### src/rtl/set_member_scanner_if.sv
// Query/result and table-write bundle for set_member_scanner.
// The master side is the upstream requester. The slave side is the engine.
interface set_member_scanner_if #(
  parameter int DEPTH = 10,
  parameter int WIDTH = 32
);
  localparam int IW = $clog2(DEPTH);

  logic             wr_en;
  logic [IW-1:0]    wr_idx;
  logic [WIDTH-1:0] wr_data;
  logic             q_valid;
  logic             q_ready;
  logic [WIDTH-1:0] q_key;
  logic             r_valid;
  logic             r_hit;
  logic [IW-1:0]    r_idx;
  logic             busy;

  modport master (
    output wr_en, wr_idx, wr_data, q_valid, q_key,
    input  q_ready, r_valid, r_hit, r_idx, busy
  );

  modport slave (
    input  wr_en, wr_idx, wr_data, q_valid, q_key,
    output q_ready, r_valid, r_hit, r_idx, busy
  );
endinterface

### src/rtl/set_member_scanner.sv
// Membership scanner: one entry per clock, result strobe k+1 cycles after accept (DEPTH on miss); q_ready low until RESP ends.
// Optional per-entry valid bits under SET_MEMBER_SCANNER_VALID_MASK_EN.
module set_member_scanner #(
  parameter int DEPTH = 10,
  parameter int WIDTH = 32
) (
  input  logic              clk,
  input  logic              rst,
  set_member_scanner_if.slave bus
);
  localparam int IW = $clog2(DEPTH);

  typedef enum logic [1:0] {IDLE, SCAN, RESP} state_t;

  state_t           state;
  logic [WIDTH-1:0] tbl_q [DEPTH];
  logic [WIDTH-1:0] key_q;
  logic [IW-1:0]    idx_q;
  logic             wr_ok;
  logic             match;

  // Out-of-range write indices are dropped entirely.
  assign wr_ok = bus.wr_en && (int'(bus.wr_idx) < DEPTH);

`ifdef SET_MEMBER_SCANNER_VALID_MASK_EN
  logic [DEPTH-1:0] vld_q;

  always_ff @(posedge clk) begin
    if (rst) begin
      vld_q <= '0;
    end else if (wr_ok) begin
      vld_q[bus.wr_idx] <= 1'b1;
    end
  end

  assign match = vld_q[idx_q] && (tbl_q[idx_q] == key_q);
`else
  assign match = (tbl_q[idx_q] == key_q);
`endif

  always_ff @(posedge clk) begin
    if (rst) begin
      for (int i = 0; i < DEPTH; i++) tbl_q[i] <= '0;
    end else if (wr_ok) begin
      tbl_q[bus.wr_idx] <= bus.wr_data;
    end
  end

  always_ff @(posedge clk) begin
    if (rst) begin
      state       <= IDLE;
      key_q       <= '0;
      idx_q       <= '0;
      bus.q_ready <= 1'b1;
      bus.r_valid <= 1'b0;
      bus.r_hit   <= 1'b0;
      bus.r_idx   <= '0;
      bus.busy    <= 1'b0;
    end else begin
      case (state)
        IDLE: begin
          if (bus.q_valid) begin
            key_q       <= bus.q_key;
            idx_q       <= '0;
            state       <= SCAN;
            bus.q_ready <= 1'b0;
            bus.busy    <= 1'b1;
          end
        end
        SCAN: begin
          if (match) begin
            bus.r_hit   <= 1'b1;
            bus.r_idx   <= idx_q;
            bus.r_valid <= 1'b1;
            state       <= RESP;
          end else if (idx_q == IW'(DEPTH - 1)) begin
            bus.r_hit   <= 1'b0;
            bus.r_idx   <= '0;
            bus.r_valid <= 1'b1;
            state       <= RESP;
          end else begin
            idx_q <= idx_q + IW'(1);
          end
        end
        RESP: begin
          bus.r_valid <= 1'b0;
          bus.q_ready <= 1'b1;
          bus.busy    <= 1'b0;
          state       <= IDLE;
        end
        default: begin
          state       <= IDLE;
          bus.r_valid <= 1'b0;
          bus.q_ready <= 1'b1;
          bus.busy    <= 1'b0;
        end
      endcase
    end
  end
endmodule

### src/flat_wrapper.sv
// flat-port wrapper written by rule: the top's interface ports become plain ports
module set_member_scanner_flat 
#(
  parameter int DEPTH = 10,
  parameter int WIDTH = 32
)
  (clk, rst, bus_wr_en, bus_wr_idx, bus_wr_data, bus_q_valid, bus_q_key, bus_q_ready, bus_r_valid, bus_r_hit, bus_r_idx, bus_busy);
  set_member_scanner_if #(.DEPTH(DEPTH), .WIDTH(WIDTH)) bus_i ();
  input  logic clk;
  input  logic rst;
  input wire logic [$bits(bus_i.wr_en)-1:0] bus_wr_en;
  input wire logic [$bits(bus_i.wr_idx)-1:0] bus_wr_idx;
  input wire logic [$bits(bus_i.wr_data)-1:0] bus_wr_data;
  input wire logic [$bits(bus_i.q_valid)-1:0] bus_q_valid;
  input wire logic [$bits(bus_i.q_key)-1:0] bus_q_key;
  output wire logic [$bits(bus_i.q_ready)-1:0] bus_q_ready;
  output wire logic [$bits(bus_i.r_valid)-1:0] bus_r_valid;
  output wire logic [$bits(bus_i.r_hit)-1:0] bus_r_hit;
  output wire logic [$bits(bus_i.r_idx)-1:0] bus_r_idx;
  output wire logic [$bits(bus_i.busy)-1:0] bus_busy;
  assign bus_i.wr_en = bus_wr_en;
  assign bus_i.wr_idx = bus_wr_idx;
  assign bus_i.wr_data = bus_wr_data;
  assign bus_i.q_valid = bus_q_valid;
  assign bus_i.q_key = bus_q_key;
  assign bus_q_ready = bus_i.q_ready;
  assign bus_r_valid = bus_i.r_valid;
  assign bus_r_hit = bus_i.r_hit;
  assign bus_r_idx = bus_i.r_idx;
  assign bus_busy = bus_i.busy;
  set_member_scanner #(.DEPTH(DEPTH), .WIDTH(WIDTH)) u_core (.clk(clk), .rst(rst), .bus(bus_i));
endmodule
### config.mk
export PLATFORM = sky130hd
export DESIGN_NAME = set_member_scanner_flat
export DESIGN_NICKNAME = d
export VERILOG_FILES = /design/src/rtl/set_member_scanner_if.sv /design/src/rtl/set_member_scanner.sv /design/src/flat_wrapper.sv
export SDC_FILE = /design/constraint.sdc
export NUM_CORES = 1
export LEC_CHECK = 0
export ABC_AREA = 1
export BUFFER_PORTS_ARGS = -buffer_cell sky130_fd_sc_hd__buf_4
export CAP_MARGIN = 20
export CORE_MARGIN = 1
export CORE_UTILIZATION = 60
export CTS_BUF_LIST = sky130_fd_sc_hd__clkbuf_4 sky130_fd_sc_hd__clkbuf_8 sky130_fd_sc_hd__clkbuf_16
export CTS_CLUSTER_DIAMETER = 50
export DETAILED_ROUTE_END_ITERATION = 8
export PLACE_DENSITY = 0.77
export SLEW_MARGIN = 20
export SYNTH_ARGS = -nofsm -noshare
export SYNTH_HDL_FRONTEND = slang
export SYNTH_SLANG_ARGS = --single-unit
export TNS_END_PERCENT = 20
### constraint.sdc
create_clock -name clk -period 4 [get_ports clk]
set_input_delay 0.2 -clock clk [delete_from_list [all_inputs] [get_ports clk]]
set_output_delay 0.2 -clock clk [all_outputs]
set_load 0.01 [all_outputs]
==> flow_summary.json <==
{
  "place_congestion": 0.822,
  "die_h_um": 206,
  "routed_wl_um": 63000,
  "final_hold_viol_count": 0,
  "clk_root_buffer_cell": "clkbuf_16",
  "post-route-util_pct": 70.9,
  "wl_per_cell_um": 18.5,
  "grt_pass1_vias": 18000,
  "dieArea_um2": 42300,
  "die_x_um": 206,
  "clock_skew_ns": 0.0108,
  "core-area_um2": 40800,
  "overflow": 0,
  "dp_hpwl_um": 34800,
  "ys_seq_area_share_pct": 65.8,
  "max-clock-path-buffers": 3,
  "p_sw_share_pct": 24.8,
  "hp-class": "in2reg",
  "cts_sinks": 562,
  "multi_input_area_um2": 7760,
  "fin_crit_ns": 3.36,
  "worst_r2r_endpoint": "u_core.idx_q[1]",
  "rsz0062_at_grt": "no",
  "grt_max_degree": 173,
  "tns_ns": 0,
  "cp_max_fo": 172,
  "fin_crit_sh_pct": 83.9,
  "clk_latency_ns": 0.61,
  "setup_viol_count_final": 0,
  "slew_headroom_pct": 28.7,
  "drive_gt1_share_pct": 8.73,
  "combPwrFrac_pct": 12.2,
  "cell_internal_pwr_mw": 10.7,
  "worstSetupEndpointType": "flip-flop",
  "pre_cts_ws_ns": 0.851,
  "nets": 2901,
  "fill_cells": 2892,
  "ant_nets": 0,
  "synthCells": 2566,
  "pwr-share-clk_pct": 39.3,
  "arrival_ns": 3.85,
  "worstRegToRegCells": 18,
  "rows": 74,
  "power_density_nw_per_um2": 492,
  "placed_area_um2": 26600,
  "max_slew.worst_pin.slew_ns": 1.07,
  "power_leakage_nw": 11.9,
  "cp-start-kind": "flip-flop",
  "h-tree-depth": 2,
  "fin_ws_ns": 0.644,
  "synth_area_um2": 24900,
  "ff_latch_area_um2": 16400,
  "cp.required_ns": 4.49,
  "ys_seq_elements": 562,
  "cts_tree": "yes",
  "antenna_found_initial": 0,
  "grt_pass1_wl_um": 96500,
  "post-synth-top-area-cell": "edfxtp_1",
  "peakVddDrop_mv": 0.364,
  "path_class": "reg2reg",
  "ios": 80,
  "fin_area_um2": 29000,
  "io_buffers": 79,
  "yosysTopAreaCellShare_pct": 61.8,
  "num_vias": 18900,
  "p_switching_mw": 3.53,
  "hold_path_depth": 3,
  "syn_to_final_growth_pct": 16.4,
  "cap_violations": 0,
  "synth_area_leaders": "edfxtp_1 62%, nand2_1 10%, nor2_1 7.5%",
  "p_seq_share_pct": 48.5,
  "holdPathEnd": "u_core.key_q[26]",
  "first_pass_iters": 6,
  "drc": 0,
  "avgViaCountPerCell": 5.53,
  "synth.avg_cell_area_um2": 9.70,
  "insertedDiodeCount": 0,
  "clk_pin_slew_worst_paths_ns": 0.06,
  "start_util_pct": 60.9,
  "synth.distinct_cells": 30,
  "rrSetupSlack_ns": 0.64,
  "yosysWarnings": 0,
  "hold_start": "bus_q_key[26]",
  "track_usage_pct": 30.4,
  "status": "finished, final reports clean",
  "timing.fmax_ghz": 0.298,
  "drt_iter0_markers": 1982,
  "numCtsBuffers": 57,
  "maxSlewViolCount": 0,
  "ctsResizeCount": 0
}
## repair_timing
item,4_1_cts,5_1_grt
setup buffers,0,0
hold endpoints to repair,39,0
endpoints found under the setup margin,0,0
hold buffers,32,0
## how the worst max path moves through the flow
stage / slack (ns) / cells after the start / start / endpoint
global route: 0.46 / 18 / flip-flop / flip-flop
detailed placement: 0.85 / 18 / flip-flop / u_core.idx_q[2]
floorplan: 1.24 / 7 / rst / u_core.tbl_q[9][0]
global placement: 0.92 / 16 / flip-flop / u_core.idx_q[1]
CTS: 0.75 / 18 / flip-flop / u_core.idx_q[1]
finish: 0.64 / 18 / flip-flop / u_core.idx_q[1]
## kinds of logic after synthesis
family | after synthesis | synth area share (%)
AOI/OAI and AO/OA | 197 | 4.40
xor gates and xnor gates | 2 | 0.0704
adders and majority gates | 2 | 0.101
buffers and inverters | 345 | 5.91
DFF | 562 | 65.8
other | 1 | 0.0151
and+or+nand+nor | 1457 | 23.7
## Yosys cell counts
library cell,number
buf_1,21
nor2_4,2
nand3_4,1
inv_1,193
a21oi_2,5
nand3_1,267
ha_1,2
xnor2_1,1
buf_4,16
buf_6,9
a21oi_1,32
conb_1,1
o21ai_0,97
buf_2,39
nor3_1,1
xor2_1,1
nand2_2,1
o211ai_1,36
nand3b_1,9
nand4_1,4
nand2_1,672
or2_2,3
clkinv_1,1
inv_2,5
dfxtp_1,50
nor2_1,496
edfxtp_1,512
clkbuf_1,61
nand2_4,1
o21ai_1,27
## sequential cells by signal (all words and copies together) (netlist names), named ones only
signal	flops
u_core.key_q	32
u_core.bus.r_idx	4
u_core.state	2
u_core.tbl_q	512
u_core.bus.busy	1
u_core.bus.q_ready	1
u_core.bus.r_hit	1
u_core.bus.r_valid	1
u_core.idx_q	4
## cell usage in the layout (no fill, tap or decap), drive strengths merged, types with 2 or more instances in the layout
cell type	instances
nand2	674
edfxtp	512
nor2	498
nand3	268
inv	202
conb	192
buf	125
o21ai	124
clkbuf	87
dfxtp	50
a21oi	37
o211ai	36
dlygate4sd3	32
clkinv	10
nand3b	9
bufinv	6
nand4	4
or2	3
ha	2
clkinvlp	2
## through the flow
stage               power [mW]  hold WS, ns  std cells
floorplan                 8.17        0.358       2757
global placement          8.64        0.447       3268
finish                    14.2       0.0240       3408
CTS                       14.3       0.0128       3408
detailed placement        8.70        0.453       3268
global route              14.7       0.0128       3408
## critical path: stages, from the launching register on
cell     delay (ns)
dfxtp_4        0.40
buf_12         0.49
nor2_1         0.11
nor2_1         0.13
o21ai_0        0.11
nand3_1        0.08
nand3_1        0.15
nand2_1        0.12
nand2_1        0.05
nand2_1        0.09
nand2_1        0.06
nor2_1         0.30
nand2_1        0.19
nor2_4         0.24
nand2_2        0.10
nand2_4        0.14
nand3_1        0.09
nand2_1        0.12
nor2_1         0.06
## cell type report
class,instances,area share (%)
Multi-Input combinational cell,1850,26.8
Tap cell,532,2.30
Timing Repair Buffer,157,4.78
Inverter,199,2.61
Sequential cell,562,56.6
Clock inverter,21,0.920
Clock buffer,87,6.02
## routing by layer
layer | vias up | share of wire, % | track usage [%]
li1 | 8802 | - | -
met1 | 8827 | 37 | 39.5
met2 | 1035 | 48 | 49.7
met3 | 196 | 11 | 5.65
met4 | 0 | 4.2 | 14.2
met5 | - | 0 | 0
## power by group through the flow
stage          sequential, mW  clock, mW  combinational (mW)
6_report                 6.92       5.60                1.73
5_1_grt                  6.95       5.87                1.93
4_1_cts                  6.91       5.64                1.71
3_5_place_dp             7.03          0                1.67
3_3_place_gp             7.01          0                1.63
2_1_floorplan            7.00          0                1.18
(Power assumes the default switching activity.)
